--- src/rtl/regbus_master.sv ---
// Burst initiator for the 9-bit address / 8-bit data register bus.
// Turns burst commands into single-cycle read/write strobes, streams write data in and read data out.
module regbus_master (
    input  logic       clk,
    input  logic       rst_n,
    input  logic       cmd_valid,
    output logic       cmd_ready,
    input  logic       cmd_write,
    input  logic [8:0] cmd_addr,
    input  logic [3:0] cmd_len,
    input  logic       cmd_incr,
    input  logic       wdat_valid,
    output logic       wdat_ready,
    input  logic [7:0] wdat_data,
    output logic       rsp_valid,
    input  logic       rsp_ready,
    output logic [7:0] rsp_data,
    output logic       busy,
    output logic [8:0] a,
    output logic [7:0] d_d,
    input  logic [7:0] d_q,
    output logic       read_strobe,
    output logic       write_strobe
);

    typedef enum logic [2:0] {
        IDLE     = 3'd0,
        WRITE    = 3'd1,
        RD_ISSUE = 3'd2,
        RD_WAIT  = 3'd3,
        RD_RESP  = 3'd4
    } state_t;

    state_t     state_q;
    logic [8:0] addr_q;
    logic [3:0] cnt_q;
    logic [3:0] len_q;
    logic       incr_q;
    logic [8:0] a_q;
    logic [7:0] wr_data_q;
    logic       rd_strobe_q;
    logic       wr_strobe_q;
    logic       rsp_valid_q;
    logic [7:0] rsp_data_q;

    logic [8:0] addr_d;
    logic       last_beat;

    // Address wraps naturally at 9 bits; a fixed burst adds zero.
    assign addr_d    = addr_q + {8'd0, incr_q};
    assign last_beat = (cnt_q == len_q);

    always_ff @(posedge clk or negedge rst_n) begin
        if (!rst_n) begin
            state_q     <= IDLE;
            addr_q      <= '0;
            cnt_q       <= '0;
            len_q       <= '0;
            incr_q      <= 1'b0;
            a_q         <= '0;
            wr_data_q   <= '0;
            rd_strobe_q <= 1'b0;
            wr_strobe_q <= 1'b0;
            rsp_valid_q <= 1'b0;
            rsp_data_q  <= '0;
        end else begin
            rd_strobe_q <= 1'b0;
            wr_strobe_q <= 1'b0;
            case (state_q)
                IDLE: begin
                    if (cmd_valid) begin
                        addr_q  <= cmd_addr;
                        len_q   <= cmd_len;
                        incr_q  <= cmd_incr;
                        cnt_q   <= '0;
                        state_q <= cmd_write ? WRITE : RD_ISSUE;
                    end
                end
                WRITE: begin
                    if (wdat_valid) begin
                        a_q         <= addr_q;
                        wr_data_q   <= wdat_data;
                        wr_strobe_q <= 1'b1;
                        addr_q      <= addr_d;
                        if (last_beat) begin
                            cnt_q   <= '0;
                            state_q <= IDLE;
                        end else begin
                            cnt_q <= cnt_q + 4'd1;
                        end
                    end
                end
                RD_ISSUE: begin
                    a_q         <= addr_q;
                    rd_strobe_q <= 1'b1;
                    state_q     <= RD_WAIT;
                end
                RD_WAIT: begin
                    // First cycle here is the strobe cycle; the responder drives d_q on the next one.
                    if (!rd_strobe_q) begin
                        rsp_data_q  <= d_q;
                        rsp_valid_q <= 1'b1;
                        state_q     <= RD_RESP;
                    end
                end
                RD_RESP: begin
                    if (rsp_ready) begin
                        rsp_valid_q <= 1'b0;
                        addr_q      <= addr_d;
                        if (last_beat) begin
                            cnt_q   <= '0;
                            state_q <= IDLE;
                        end else begin
                            cnt_q   <= cnt_q + 4'd1;
                            state_q <= RD_ISSUE;
                        end
                    end
                end
                default: state_q <= IDLE;
            endcase
        end
    end

    assign cmd_ready    = (state_q == IDLE);
    assign busy         = (state_q != IDLE);
    assign wdat_ready   = (state_q == WRITE);
    assign a            = a_q;
    assign d_d          = wr_data_q;
    assign read_strobe  = rd_strobe_q;
    assign write_strobe = wr_strobe_q;
    assign rsp_valid    = rsp_valid_q;
    assign rsp_data     = rsp_data_q;

endmodule

--- config.mk ---
export PLATFORM = sky130hd
export DESIGN_NAME = regbus_master
export DESIGN_NICKNAME = d
export VERILOG_FILES = /design/src/rtl/regbus_master.sv
export SDC_FILE = /design/constraint.sdc
export NUM_CORES = 1
export LEC_CHECK = 0
export CORE_ASPECT_RATIO = 1.75
export CORE_UTILIZATION = 36
export DETAILED_ROUTE_END_ITERATION = 7
export GPL_ROUTABILITY_DRIVEN = 0
export PLACE_DENSITY = 0.6
export REMOVE_ABC_BUFFERS = 1
export SYNTH_ARGS = -nofsm -noshare
export SYNTH_HDL_FRONTEND = slang
export SYNTH_SLANG_ARGS = --single-unit
--- constraint.sdc ---
create_clock -name clk -period 2.86 [get_ports clk]
set_clock_uncertainty 0.05 [all_clocks]
set_input_delay 0.429 -clock clk [delete_from_list [all_inputs] [get_ports clk]]
set_output_delay 0.429 -clock clk [all_outputs]
set_load 0.01 [all_outputs]
==> out/metrics.yaml, run 1 <==
place_area_mm2: 0.00306
synth-seq-cells: 49
final_area_mm2: 0.00315
drc: 0
post-synth-top-count-cell: "dfrtp_1"
post_drt_wl_per_cell_um: 14.6
clock.fmax_ghz: 0.425
netlist-cell-type-count: 44
swShare: 0.340
path_class: "flip-flop to output port"
clk_latency_ns: 0.30
fin_crit_ns: 2.35
switchingPower_mw: 0.988
syn_inst: 196
reg2reg_slack_ns: 0.79
cts_buffer_depth: 2
p_seq_frac: 0.420
final_layout_size_suffix_gt1_frac: 0.123
fin_tns_setup_ns: 0
core_mm2: 0.00628
combPwrFrac: 0.440
multi_input_area_mm2: 0.00106
nFillCells: 612
overflow: 0
drtAntennaViolNets: 0
grt_pass1_wl_mm: 8.38
drtPass1Iterations: 4
drt-initial-drc-count: 52
dp_hpwl_mm: 3.70
synth_largest_area_cell: "dfrtp_1"
clk_pin_slew_ns: 0.08
diodes: 0
p_per_area_mw_per_mm2: 923
cts.hold.buffers_added: 0
grt_max_degree: 27
die_w_um: 63.3
synth_edf_count: 0
ys.flop_type: "dfrtp_1"
grt_pass1_vias: 1761
yosysWarnings: 0
cp-start-kind: "flip-flop"
yosys-top-cells-area: "dfrtp_1, mux2_2, mux2_1"
netlist_area_mm2: 0.00237
critPathLaunch: "state_q[2]$_DFFE_PN0P_"
max_cap_violations: 0
via_count: 1717
postLayoutCoreUtil: 0.502
cts_tree: "built"
regArea_mm2: 0.00123
ir_drop_mv: 0.429
cts.sinks: 49
rsz0062_at_grt: "false"
core.rowCount: 38
synth_top_area_frac: 0.518
slew_viol_final: 0
grt_antenna_before_repair: 0
post-cts-setup-buffers: 0
synth_area_per_cell_um2: 12.1
crit_arrival_ns: 1.87
async_reset_ff_frac: 1.00
drt-vias-per-instance: 5.04
finalNetCount: 300
outcome: "finished, final reports clean"
crit_path_end_kind: "output port"
clock-root-buffer: "clkbuf_8"
htreeDepth: 2
timing.hold.ws_ns: 0.0489
initial_utilization: 0.377
io_pins: 67
die_height_um: 109
final_hold_viol_count: 0
yosysSeqAreaShare: 0.518
numPortBuffers: 66
power.internal_mw: 1.92
cts_buffers: 5
clockPowerShare: 0.140
finalCritPeriodShare: 0.823
reg2regPathDepth: 4
area_delta_synth_final_pct: 33.0
worst_slew_pin_slew_ns: 0.681
worstReg2RegStart: "state_q[2]$_DFFE_PN0P_"
max_slew_margin: 0.542
setup_viol: 0
leakagePower_nw: 1.34
cts-resized-gates: 0
crit_required_ns: 2.38
r2r-end: "addr_q[2]$_DFFE_PN0P_"
dieArea_mm2: 0.00692
cp_max_fo: 12
dpl.cell_count: 334
finalNonFillerCells: 341
routed_wl_mm: 5.00
hold_class: "primary input to async pin"
netlist_top_cells_count: "dfrtp_1, mux2_2, mux2_1, nand2_1, nor2_1"
grtUsageTotal: 0.158
-- how the worst max path moves through the flow --
stage | end | slack (ns) | depth (start not counted)
2_1_floorplan | incr_q$_DFFE_PN0P_ | 1.13 | 3
3_3_place_gp | a[3]$_DFFE_PN0P_ | 0.67 | 5
3_5_place_dp | cnt_q[2]$_DFFE_PN0P_ | 0.66 | 5
4_1_cts | cmd_ready | 0.49 | 2
5_1_grt | cmd_ready | 0.40 | 2
6_report | cmd_ready | 0.51 | 2
-- critical path, stage by stage (launching register included) --
cell             delay (ns)
dfrtp_1                0.57
nor3_1                 0.40
clkdlybuf4s50_1        0.61
-- placed cells by master, fill, tap and decap left out, drive strengths merged, types with 2 or more instances in the layout --
cell type / Yosys / final
a22oi: 2 / 2
nor3: 5 / 5
clkbuf: 1 / 7
a2bb2oi: 2 / 2
nor2: 13 / 13
a31oi: 2 / 2
o2bb2ai: 3 / 3
nand3: 4 / 4
mux2: 33 / 33
ha: 3 / 3
mux2i: 8 / 8
xor2: 5 / 5
nand2: 16 / 16
nand4b: 3 / 3
nor2b: 3 / 3
clkdlybuf4s50: 0 / 65
o21ai: 9 / 9
and3: 3 / 3
buf: 8 / 2
o31ai: 2 / 2
dfrtp: 49 / 49
inv: 3 / 3
a21oi: 2 / 2
nand2b: 4 / 4
-- power groups by stage --
stage	clock, mW	sequential, mW	combinational (mW)
after floorplan	0	1.26	0.677
after global placement	0	1.23	1.28
after detailed placement	0	1.24	1.29
after CTS	0.424	1.23	1.30
after global routing	0.463	1.27	1.41
final	0.408	1.22	1.28
-- layout make-up --
| cell class | count | share of cell area |
|---|---|---|
| clock buffers | 7 | 0.0274 |
| repair buffers | 67 | 0.211 |
| inverters | 3 | 0.00358 |
| well taps | 80 | 0.0318 |
| flip-flops and latches | 49 | 0.389 |
| multi-input cells | 135 | 0.337 |
-- registers in the layout (all words and copies together) (netlist names) --
register,cells
read_strobe,1
len_q,4
cnt_q,4
incr_q,1
write_strobe,1
state_q,3
rsp_data,8
d_d,8
addr_q,9
rsp_valid,1
a,9
-- metal layers --
metal | GRT usage | part of all wire | vias to the layer above
met5 | 0 | 0 | -
met4 | 0.0682 | 0.019 | 0
met3 | 0.0314 | 0.041 | 8
met2 | 0.279 | 0.53 | 44
met1 | 0.184 | 0.41 | 842
li1 | - | - | 823
-- logic make-up after synthesis --
kind of cell,share of synthesized area
AO/OA/AOI/OAI,0.0782
flip-flops,0.518
adder cells (fa/ha/maj),0.0159
multiplexers,0.191
AND/OR/NAND/NOR,0.145
buffers and inverters,0.0333
XOR/XNOR,0.0185
-- through the flow --
stage	power, mW	worst slack (ns)
floorplan	1.94	1.13
global placement	2.51	0.671
detailed placement	2.54	0.660
CTS	2.95	0.489
global route	3.14	0.401
finish	2.91	0.507
Note: power is estimated with default switching activity, not from simulation.
==> run 2, diff against run 1 <==
==> constraint.sdc (replaced) <==
create_clock -name clk -period 2.21 [get_ports clk]
set_clock_uncertainty 0.05 [all_clocks]
set_input_delay 0.3315 -clock clk [delete_from_list [all_inputs] [get_ports clk]]
set_output_delay 0.3315 -clock clk [all_outputs]
set_load 0.01 [all_outputs]
==> run 2 against run 1 <==
Via count grew 1.6%. Power grew 31%. Wire length grew 1.0%. Sequential power grew 30%. Worst setup slack lost 0.40 ns. Die area is the same. Register-to-register slack lost 0.42 ns. Non-clock buffer count grew 4. Clock power grew 28%. Sequential share of layout area shrank 0.52 points. Critical endpoint is now wdat_ready.
==> out/metrics.yaml, run 2 (synthesis gave the netlist of run 1 again) <==
slew_viol_final: 0  # unchanged
p_per_area_mw_per_mm2: 1190  # +29%
drc: 0  # unchanged
crit_required_ns: 1.83  # -0.55 ns
htreeDepth: 2  # unchanged
via_count: 1745  # +1.6%
grtUsageTotal: 0.158  # +0.000479
cp_max_fo: 12  # unchanged
numPortBuffers: 66  # unchanged
clock-root-buffer: "clkbuf_8"
r2r-end: "a[5]$_DFFE_PN0P_"
critical_path.slowest_cell: "clkdlybuf4s50_1"
post-cts-setup-buffers: 0  # unchanged
cts.sinks: 49  # unchanged
core_mm2: 0.00628  # unchanged
worstReg2RegStart: "state_q[1]$_DFFE_PN0P_"
rsz0062_at_grt: "false"
grt_pass1_wl_mm: 8.35  # -0.32%
dpl.cell_count: 337  # +0.90%
cp-start-kind: "flip-flop"
timing.hold.ws_ns: 0.441  # +0.392 ns
max_cap_violations: 0  # unchanged
initial_utilization: 0.377  # unchanged
dp_hpwl_mm: 3.70  # +0.16%
die_height_um: 109  # unchanged
hold_class: "flip-flop to flip-flop"
clk_pin_slew_ns: 0.09  # about the same
finalPower_mw: 3.80  # +31%
final_hold_viol_count: 0  # unchanged
dieArea_mm2: 0.00692  # unchanged
path_class: "flip-flop to output port"
grt.met2_usage: 0.286  # +0.00691
crit_path_end_kind: "output port"
combPwrFrac: 0.445  # +0.005
layout_common_cells: "clkdlybuf4s50_1, dfrtp_1, mux2_2, nand2_1, mux2_1"
leakagePower_nw: 1.37  # +1.7%
diodes: 0  # unchanged
cts_buffers: 5  # unchanged
ir_drop_mv: 0.775  # +81%
post_drt_wl_per_cell_um: 14.6  # -0.44%
grt_pass1_vias: 1751  # -0.57%
clk_latency_ns: 0.31  # about the same
outcome: "finished, final reports clean"
grt_antenna_before_repair: 0  # unchanged
core.rowCount: 38  # unchanged
postLayoutCoreUtil: 0.510  # +0.00778
area_delta_synth_final_pct: 35.1
overflow: 0  # unchanged
use_met3: 0.0418  # +0.0105
endpoint: "wdat_ready"
grtUsageMet1: 0.175  # -0.00919
place_area_mm2: 0.00310  # +1.1%
drt-initial-drc-count: 58  # +12%
crit_arrival_ns: 1.72  # -0.15 ns
hold-path-cell-count: 1
nFillCells: 599  # -2.1%
worst_slew_pin_slew_ns: 0.539  # -0.143 ns
p_seq_frac: 0.417  # -0.003
clockPowerShare: 0.137  # -0.003
finalNetCount: 304  # +1.3%
io_pins: 67  # unchanged
swShare: 0.346  # +0.00572
finalNonFillerCells: 346  # +1.5%
fin_tns_setup_ns: 0  # unchanged
finalCritPeriodShare: 0.952
final_layout_size_suffix_gt1_frac: 0.147  # +0.0240
drtPass1Iterations: 6  # +2
final_common_cell: "clkdlybuf4s50_1"
setup_viol: 0  # unchanged
die_w_um: 63.3  # unchanged
cts_buffer_depth: 2  # unchanged
routed_wl_mm: 5.05  # +1.0%
power.internal_mw: 2.49  # +30%
reg2reg_slack_ns: 0.37  # -0.42 ns
cts_tree: "built"
fin_crit_ns: 2.10
cpPeakStageDelay_ns: 0.55  # -0.06 ns
critPathLaunch: "state_q[2]$_DFFE_PN0P_"
max_slew_margin: 0.641  # +0.0990
cp_cell_sequence: "nand2b_1 -> nor2_1 -> clkdlybuf4s50_1"
dp_slack_ns: 0.119  # -0.540 ns
switchingPower_mw: 1.31  # +33%
final_area_mm2: 0.00320  # +1.5%
clock.fmax_ghz: 0.475
reg2regPathDepth: 3  # -1
busiest_layer: "met2"
drtAntennaViolNets: 0  # unchanged
finalWorstSetupSlack_ns: 0.107  # -0.400 ns
grt_max_degree: 29  # +7.4%
drt-vias-per-instance: 5.04  # +0.16%
run 2: area by class of cell:
type / count / area [µm²] / share of cell area
repair buffers: 71 / 708 / 0.221
clock buffers: 6 / 72.6 / 0.0227
multi-input cells: 135 / 1070 / 0.334
flip-flops and latches: 49 / 1230 / 0.384
inverters: 3 / 11.3 / 0.00352
clock inverters: 2 / 10.0 / 0.00313
well taps: 80 / 100 / 0.0313
run 2: what timing repair did:
action | CTS | global route
hold endpoints to repair | 21 | 0
hold buffers | 1 | 0
resized for setup | 3 | 0
setup endpoints to repair | 2 | 0
run 2: worst min path at each step:
stage | from | endpoint | slack (ns)
6_report | rsp_data[5]$_DFFE_PN0P_ | rsp_data[5]$_DFFE_PN0P_ | 0.44
5_1_grt | a[4]$_DFFE_PN0P_ | a[4]$_DFFE_PN0P_ | 0.47
4_1_cts | rsp_data[5]$_DFFE_PN0P_ | rsp_data[5]$_DFFE_PN0P_ | 0.45
3_5_place_dp | rst_n | rsp_data[5]$_DFFE_PN0P_ | 0.30
3_3_place_gp | rst_n | rsp_data[5]$_DFFE_PN0P_ | 0.30
2_1_floorplan | rst_n | a[0]$_DFFE_PN0P_ | -0.01
run 2: worst max-delay path: cells and delay by family, from the launching register on:
kind | cells | cell delay [ns]
flip-flops | 1 | 0.52
AND/OR/NAND/NOR | 2 | 0.34
buffers and inverters | 1 | 0.55
run 2: power by group through the flow:
| stage | logic [mW] | registers [mW] | clock network [mW] |
|---|---|---|---|
| finish | 1.69 | 1.58 | 0.522 |
| global placement | 1.69 | 1.60 | 0 |
| global route | 1.85 | 1.65 | 0.576 |
| detailed placement | 1.71 | 1.61 | 0 |
| floorplan | 0.876 | 1.63 | 0 |
| CTS | 1.72 | 1.59 | 0.548 |
run 2: layer usage:
layer / up-vias / wire length, µm / share of wire
met4: 0 / 84 / 0.017
met1: 858 / 2040 / 0.40
met3: 5 / 206 / 0.041
li1: 837 / - / -
met5: - / 0 / 0
met2: 45 / 2710 / 0.54
